## src/rtl/load_unit.sv

```systemverilog
// Load unit: issues one data-memory read per MEM-stage load, then aligns and extends the result for writeback.
// Optional build macro LOAD_MISALIGN_TRAP_EN makes misaligned LH/LHU/LW fail without issuing a read.
module load_unit #(
  parameter int unsigned TIMEOUT = 16
) (
  input  logic        clk,
  input  logic        rst,
  input  logic        loadreq_mem,
  input  logic [2:0]  funct3_mem,
  input  logic [31:0] addr_mem,
  output logic        rdreq,
  output logic [31:0] rdaddr,
  input  logic        rdvalid,
  input  logic [31:0] rddata,
  output logic        stall_mem,
  output logic [31:0] loaddata_wb,
  output logic        loadvalid_wb,
  output logic        loaderr
);

  localparam int unsigned CNT_W = 8;
  localparam logic [CNT_W-1:0] TIMEOUT_LAST = CNT_W'(TIMEOUT - 1);

  localparam logic [1:0] S_IDLE = 2'd0;
  localparam logic [1:0] S_REQ  = 2'd1;
  localparam logic [1:0] S_WAIT = 2'd2;
  localparam logic [1:0] S_DONE = 2'd3;

  localparam logic [2:0] F3_LB  = 3'b000;
  localparam logic [2:0] F3_LH  = 3'b001;
  localparam logic [2:0] F3_LW  = 3'b010;
  localparam logic [2:0] F3_LBU = 3'b100;
  localparam logic [2:0] F3_LHU = 3'b101;

  logic [1:0]       state_q, state_d;
  logic [CNT_W-1:0] cnt_q, cnt_d;
  logic [31:0]      addr_q, addr_d;
  logic [2:0]       funct3_q, funct3_d;
  logic             rdreq_d;
  logic [31:0]      loaddata_d;
  logic             loadvalid_d;
  logic             loaderr_d;

  logic             illegal_c;
  logic             misalign_c;
  logic [7:0]       byte_c;
  logic [15:0]      half_c;
  logic [31:0]      extract_c;

  // Load types the unit accepts; anything else completes immediately with an error.
  always_comb begin
    illegal_c = 1'b1;
    case (funct3_mem)
      F3_LB, F3_LH, F3_LW, F3_LBU, F3_LHU: illegal_c = 1'b0;
      default:                             illegal_c = 1'b1;
    endcase
  end

`ifdef LOAD_MISALIGN_TRAP_EN
  assign misalign_c = (((funct3_mem == F3_LH) || (funct3_mem == F3_LHU)) && addr_mem[0]) ||
                      ((funct3_mem == F3_LW) && (addr_mem[1:0] != 2'b00));
`else
  assign misalign_c = 1'b0;
`endif

  // Lane select and extension of the returned word, using the registered address and type.
  always_comb begin
    byte_c = rddata[7:0];
    case (addr_q[1:0])
      2'd0:    byte_c = rddata[7:0];
      2'd1:    byte_c = rddata[15:8];
      2'd2:    byte_c = rddata[23:16];
      default: byte_c = rddata[31:24];
    endcase
    half_c = addr_q[1] ? rddata[31:16] : rddata[15:0];
    extract_c = 32'd0;
    case (funct3_q)
      F3_LB:   extract_c = {{24{byte_c[7]}}, byte_c};
      F3_LH:   extract_c = {{16{half_c[15]}}, half_c};
      F3_LW:   extract_c = rddata;
      F3_LBU:  extract_c = {24'd0, byte_c};
      F3_LHU:  extract_c = {16'd0, half_c};
      default: extract_c = 32'd0;
    endcase
  end

  // Next-state and next-output logic.
  always_comb begin
    state_d     = state_q;
    cnt_d       = cnt_q;
    addr_d      = addr_q;
    funct3_d    = funct3_q;
    rdreq_d     = 1'b0;
    loadvalid_d = 1'b0;
    loaddata_d  = loaddata_wb;
    loaderr_d   = loaderr;
    case (state_q)
      S_IDLE: begin
        if (loadreq_mem) begin
          addr_d   = addr_mem;
          funct3_d = funct3_mem;
          cnt_d    = '0;
          if (illegal_c || misalign_c) begin
            state_d     = S_DONE;
            loadvalid_d = 1'b1;
            loaderr_d   = 1'b1;
            loaddata_d  = 32'd0;
          end else begin
            state_d = S_REQ;
            rdreq_d = 1'b1;
          end
        end
      end
      S_REQ: begin
        state_d = S_WAIT;
      end
      S_WAIT: begin
        // A response arriving on the last allowed cycle still counts as success.
        if (rdvalid) begin
          state_d     = S_DONE;
          loadvalid_d = 1'b1;
          loaderr_d   = 1'b0;
          loaddata_d  = extract_c;
        end else if (cnt_q == TIMEOUT_LAST) begin
          state_d     = S_DONE;
          loadvalid_d = 1'b1;
          loaderr_d   = 1'b1;
          loaddata_d  = 32'd0;
        end else begin
          cnt_d = cnt_q + CNT_W'(1);
        end
      end
      default: begin
        state_d = S_IDLE;
      end
    endcase
  end

  always_ff @(posedge clk) begin
    if (rst) begin
      state_q      <= S_IDLE;
      cnt_q        <= '0;
      addr_q       <= 32'd0;
      funct3_q     <= 3'd0;
      rdreq        <= 1'b0;
      loaddata_wb  <= 32'd0;
      loadvalid_wb <= 1'b0;
      loaderr      <= 1'b0;
    end else begin
      state_q      <= state_d;
      cnt_q        <= cnt_d;
      addr_q       <= addr_d;
      funct3_q     <= funct3_d;
      rdreq        <= rdreq_d;
      loaddata_wb  <= loaddata_d;
      loadvalid_wb <= loadvalid_d;
      loaderr      <= loaderr_d;
    end
  end

  assign rdaddr    = {addr_q[31:2], 2'b00};
  assign stall_mem = ((state_q == S_IDLE) && loadreq_mem) || (state_q == S_REQ) || (state_q == S_WAIT);

endmodule

```

## config.mk

```make
export PLATFORM = sky130hd
export DESIGN_NAME = load_unit
export DESIGN_NICKNAME = d
export VERILOG_FILES = /design/src/rtl/load_unit.sv
export SDC_FILE = /design/constraint.sdc
export NUM_CORES = 1
export LEC_CHECK = 0
export CAP_MARGIN = 25
export CORE_MARGIN = 3
export CORE_UTILIZATION = 55
export CTS_CLUSTER_DIAMETER = 120
export DETAILED_ROUTE_END_ITERATION = 6
export DONT_BUFFER_PORTS = 1
export PLACE_DENSITY = 0.7
export SLEW_MARGIN = 20
export SYNTH_ARGS = -nofsm -noshare
export SYNTH_HDL_FRONTEND = slang
export SYNTH_SLANG_ARGS = --single-unit
export TNS_END_PERCENT = 5
```

## constraint.sdc

```tcl
create_clock -name clk -period 1.95 [get_ports clk]
set_input_delay 0.4875 -clock clk [delete_from_list [all_inputs] [get_ports clk]]
set_output_delay 0.4875 -clock clk [all_outputs]
set_load 0.1 [all_outputs]
```

==> results of run 1 <==
[worst max-delay path, cell delays in order, from the launching register on]
cell and delay, ns:
dfxtp_2 0.36, inv_4 0.05, ha_4 0.15, and2_4 0.13, or3_4 0.34, buf_12 0.17
[final cells by class]
type | count | area [µm²]
tap | 77 | 96.3
clock buffer | 11 | 131
fill | 533 | 2040
inverter | 7 | 28.8
clock inverter | 5 | 81.3
timing repair buffer | 88 | 711
sequential | 80 | 1600
multi-input combinational | 260 | 1840
[synth_stat cells, types with 2 or more instances]
| library cell | number |
|---|---|
| a21o_1 | 2 |
| a21oi_1 | 45 |
| a221oi_1 | 16 |
| a22oi_1 | 17 |
| and2_1 | 2 |
| buf_2 | 5 |
| buf_4 | 34 |
| buf_6 | 5 |
| clkbuf_1 | 15 |
| dfxtp_1 | 80 |
| ha_1 | 5 |
| inv_1 | 7 |
| mux2_2 | 4 |
| mux4_2 | 8 |
| nand2_1 | 75 |
| nand3_1 | 2 |
| nand4_1 | 4 |
| nor2_1 | 6 |
| nor3_1 | 2 |
| nor3b_2 | 2 |
| o21ai_0 | 4 |
| o2bb2ai_1 | 30 |
| o2bb2ai_2 | 2 |
| o311a_1 | 7 |
| o31ai_1 | 2 |
| or3_1 | 5 |
| or4_1 | 2 |
[layer usage]
metal / vias up / global-route usage [%] / routed length (µm)
li1: 1550 / - / -
met1: 1532 / 30.0 / 3890
met2: 180 / 39.0 / 4660
met3: 12 / 6.54 / 1070
met4: 0 / 9.47 / 150
met5: - / 0 / 0
[where the power goes]
part	switching (mW)	leakage, nW	internal (mW)
Clock	0.611	0.104	0.723
Combinational	2.18	1.01	0.953
Sequential	0.0964	0.651	1.82
[logic make-up after synthesis]
logic type,Yosys count,share of synthesized area (%)
and+or+nand+nor,105,12.4
adders and majority gates,5,1.64
other,1,0.0984
DFF,80,42.0
AOI/OAI and AO/OA,135,26.5
buffers and inverters,67,11.1
muxes,13,6.30
[how the worst max path moves through the flow]
stage	to	slack [ns]	from
after global routing	stall_mem	-0.13	state_q[0]
final	stall_mem	-0.09	state_q[0]
after detailed placement	cnt_q[5]	0.06	state_q[0]
after floorplan	stall_mem	0.004	state_q[0]
after global placement	stall_mem	0.12	state_q[0]
after CTS	stall_mem	-0.09	state_q[0]
[repair_timing]
item                       in CTS  in global routing
cloned                          0                  0
pin swaps                       4                  0
hold buffers                    0                  0
setup buffers                   5                  0
setup endpoints to repair       1                  2
gates resized for setup        10                  2
[state kept, by name, summed over array words and instances, names as in the netlist]
name / cells
addr_q: 32
loaddata_wb: 32
cnt_q: 8
funct3_q: 3
state_q: 2
loaderr: 1
loadvalid_wb: 1
rdreq: 1
[per-stage QoR]
step | setup TNS [ns] | area (µm²)
after CTS | -0.0895 | 4470
final | -0.0885 | 4490
after detailed placement | 0 | 4190
after floorplan | 0 | 3830
after global placement | 0 | 4190
after global routing | -0.132 | 4490
==> metrics, run 1 <==
hpwl dp=6.90 mm; Startpoint Class=register; DR pass1 iterations=5; count of pins over their slew limit=0; power per cell area=1420 nW/µm²; standard-cell rows=29; top-area cell type share of the netlist area=42.0%; first-pass GRT wire length=14.7 mm; Reg clk slew, reported paths=0.08 ns; die area=7960 µm²; grt total ovfl=0; fmax=491 MHz; worst vdd rail ir drop=800 µV; post-synthesis instance area=3810 µm²; fin crit share=105%; # placed instances=506; residual DRC count=0; vias in the first global route=3026; Die Ht=89.2 µm; clk_lat worst skew=0.35 ns; cell count of the worst reg-to-reg path=7; Pwr Total=6.38 mW; crit path capture type=output pin; min cycle time layout=2.04 ns; Max Buffers Root-to-Sink=2; cts bufs inserted=9; Static Leak=1.76 nW; RR Endpoint=cnt_q[5]; status=complete, but fails checks; flops & latches, synth=80; post-DR vias/cell=6.20; Yosys top cell by area=dfxtp_1; initial antenna violation count=0; top post-synthesis cells by area=dfxtp_1 (42%), nand2_1 (7.4%), o2bb2ai_1 (6.9%), buf_4 (6.7%), a21oi_1 (5.9%); Least-Margin Pin Slew=0.682 ns; H-tree depth=3; TritonCTS clock tree=done; Worst Hold Class=primary input to register; setup violators final=1; Sink Count=80; Antenna Violating Nets Remaining=0; Critical Path RT=1.46 ns; R2R Setup Slk=0.09 ns; critical path fanouts, max=3; Total GRT Usage=23.9%; Setup CP Type=register to output pin; Post-Route Skew=0.00763 ns; chip width=89.2 µm; routed wire length=9.77 mm; Data arrival, critical path=1.55 ns; RSZ-0062 raised after global routing=yes; area added between synthesis and finish=17.9%; hold depth=1; syn_area_per_cell=9.39 µm²; port bufs=0; R2R Path Start=state_q[0]; hold path endpoint=addr_q[2]; WHS=0.199 ns; prevailing post-synth register cell=dfxtp_1; Ys Warns=0; Root Buffer=clkbuf_8; Worst Hold Launch=rst; GPL Wtd Cong=0.857; final hold viol count=0; 1st-iter DRT viols=203; Setup WS pre-CTS=0.0591 ns; Non-Filler Instances=528; async set-reset flop share out of synthesis=0%; Antenna diodes=0; share of layout cells above drive strength 1=30.2%; Syn Inst Count=406; via count=3274; Synth cell types=45; average wire per standard cell=18.5 µm; highest-count cells in the layout ignoring fill and taps=buf_4 (84), dfxtp_1 (78), nand2_1 (75), a21oi_1 (44), o2bb2ai_1 (30); failing checks=setup timing; sequential-to-total area share from yosys stat=42.0%; Util after Layout=68.8%; Setup WS post-layout=-0.0885 ns; Final #Nets=522; Starting Density=58.4%; largest net degree at the start of global routing=47; Rel. slew slack=54.4%; max-capacitance violation count=0; I/O pin total=139; most common cell after layout, fill and taps aside=buf_4; total core area=6530 µm²; number of flops mapped to enable cells by yosys=0
No activity file was read; power rests on OpenSTA's default activity.
==> inputs of run 2 (changes only) <==
- CORE_UTILIZATION: 55 -> 60
- PLACE_DENSITY: 0.7 -> 0.76
==> run 2 against run 1 <==
Against the previous run:
- sequential share of layout area increased by 0.34 points
- maximum frequency decreased by 0.82%
- register-to-register slack hardly changed
- the flow still finishes with violations (setup timing)
- critical path depth unchanged
- via count decreased by 2.7%
- critical endpoint unchanged
- largest power group unchanged
- design area down 0.86%
==> metrics, run 2 (synthesis results as in run 1) <==
status=complete, but fails checks; failing checks=setup timing; Static Leak=1.74 nW (-1.2%); worst vdd rail ir drop=1190 µV (+49%); first-pass GRT wire length=14.7 mm (unchanged); routed wire length=9.35 mm (-4.3%); final hold viol count=0 (unchanged); RR Endpoint=loaddata_wb[13]; Starting Density=63.2% (+4.9 points); count of pins over their slew limit=0 (unchanged); residual DRC count=0 (unchanged); Rel. slew slack=51.5% (-2.9 points); RSZ-0062 raised after global routing=yes; setup_tns=-0.105 ns (-0.0168 ns); area added between synthesis and finish=16.9%; total core area=6030 µm² (-7.7%); share of layout cells above drive strength 1=30.0% (-0.20 points); clk_lat worst skew=0.34 ns (about the same); hpwl dp=6.63 mm (-4.0%); I/O pin total=139 (unchanged); R2R Setup Slk=0.10 ns (about the same); most common cell after layout, fill and taps aside=buf_4; Least-Margin Pin Slew=0.727 ns (+0.0452 ns); Post-Route Skew=0.00835 ns (+0.000714 ns); standard-cell rows=28 (-3.4%); TritonCTS clock tree=done; via count=3186 (-2.7%); 1st-iter DRT viols=240 (+18%); post-route cell area=4450 µm² (-0.86%); fin crit share=105% (+0.86 points); Antenna diodes=0 (unchanged); # placed instances=499 (-1.4%); Reg clk slew, reported paths=0.08 ns (about the same); R2R Path Start=state_q[0]; GPL Wtd Cong=0.892 (+4.1%); vias in the first global route=3090 (+2.1%); Setup CP Type=register to output pin; power per cell area=1420 nW/µm² (+0.24%); Non-Filler Instances=519 (-1.7%); Startpoint Class=register; DR pass1 iterations=4 (-1); Max Buffers Root-to-Sink=2 (unchanged); CTS Hold Bufs=0 (unchanged); crit path capture type=output pin; hold path endpoint=addr_q[1]; cell count of the worst reg-to-reg path=9 (+2); max-capacitance violation count=0 (unchanged); fmax=487 MHz (-0.82%); Final #Nets=516 (-1.1%); Data arrival, critical path=1.57 ns (+0.02 ns); H-tree depth=3 (unchanged); post-DR vias/cell=6.14 (-1.0%); Sink Count=80 (unchanged); hold depth=1 (unchanged); Die Ht=85.7 µm (-4.0%); die area=7340 µm² (-7.8%); Critical Path RT=1.46 ns (about the same); grt total ovfl=0 (unchanged); cts bufs inserted=9 (unchanged); port bufs=0 (unchanged); average wire per standard cell=18.0 µm (-2.7%); top flop regs=addr_q x32, loaddata_wb x32, cnt_q x8; Root Buffer=clkbuf_8; area post-placement=4140 µm² (-1.3%); Antenna Violating Nets Remaining=0 (unchanged); Worst Hold Launch=rst; largest net degree at the start of global routing=47 (unchanged); chip width=85.7 µm (-4.0%); Total GRT Usage=25.1% (+1.2 points); Worst Hold Class=primary input to register; Util after Layout=73.9% (+5.1 points); initial antenna violation count=0 (unchanged); min cycle time layout=2.06 ns (+0.0168 ns); Setup WS post-layout=-0.105 ns (-0.0168 ns); highest-count cells in the layout ignoring fill and taps=buf_4 (79), dfxtp_1 (77), nand2_1 (75), a21oi_1 (44), o2bb2ai_1 (30); critical path fanouts, max=3 (unchanged); setup violators final=1 (unchanged)
## run 2: worst max path at each step
stage / startpoint / cells after the start / endpoint
final: state_q[0] / 5 / stall_mem
after global routing: state_q[1] / 4 / stall_mem
after CTS: state_q[0] / 5 / stall_mem
after detailed placement: state_q[0] / 8 / loaddata_wb[11]
after global placement: state_q[0] / 5 / stall_mem
after floorplan: state_q[0] / 5 / stall_mem
## run 2: cell type report
cell class | instances | area, µm²
well taps | 75 | 93.8
clock buffers | 10 | 128
clock inverters | 5 | 81.3
inverters | 7 | 28.8
multi-input cells | 260 | 1860
repair buffers | 82 | 653
flip-flops and latches | 80 | 1610
fillers | 457 | 1570
## run 2: timing repair
item / in CTS / in global routing
buffers inserted: 4 / 0
pin swaps: 3 / 0
setup endpoints to repair: 11 / 12
gates resized for setup: 10 / 7
## run 2: worst max-delay path, cell delays in order, from the launching register on
cell and delay (ns):
dfxtp_2 0.36, inv_4 0.06, ha_4 0.16, and2_4 0.13, or3_4 0.34, buf_12 0.18
## run 2: metrics by stage
step / power (mW) / setup WS [ns] / hold slack, ns
finish: 6.34 / -0.105 / 0.195
global route: 6.63 / -0.144 / 0.176
CTS: 6.30 / -0.109 / 0.192
detailed placement: 4.89 / 0.000343 / 0.441
global placement: 4.82 / 0.111 / 0.437
floorplan: 4.48 / 0.00386 / 0.437
## run 2: routing by layer
metal | vias to the layer above | global-route usage [%] | wire (µm)
met5 | - | 0 | 0
met2 | 154 | 42.7 | 4590
met3 | 16 | 5.67 | 935
met4 | 0 | 9.64 | 172
met1 | 1475 | 31.1 | 3650
li1 | 1541 | - | -
## run 2: report_power, final
| group | switching [mW] | internal [mW] | leakage, nW |
|---|---|---|---|
| registers | 0.0902 | 1.82 | 0.651 |
| logic | 2.19 | 0.932 | 0.986 |
| clock network | 0.593 | 0.717 | 0.103 |
| total | 2.87 | 3.47 | 1.74 |
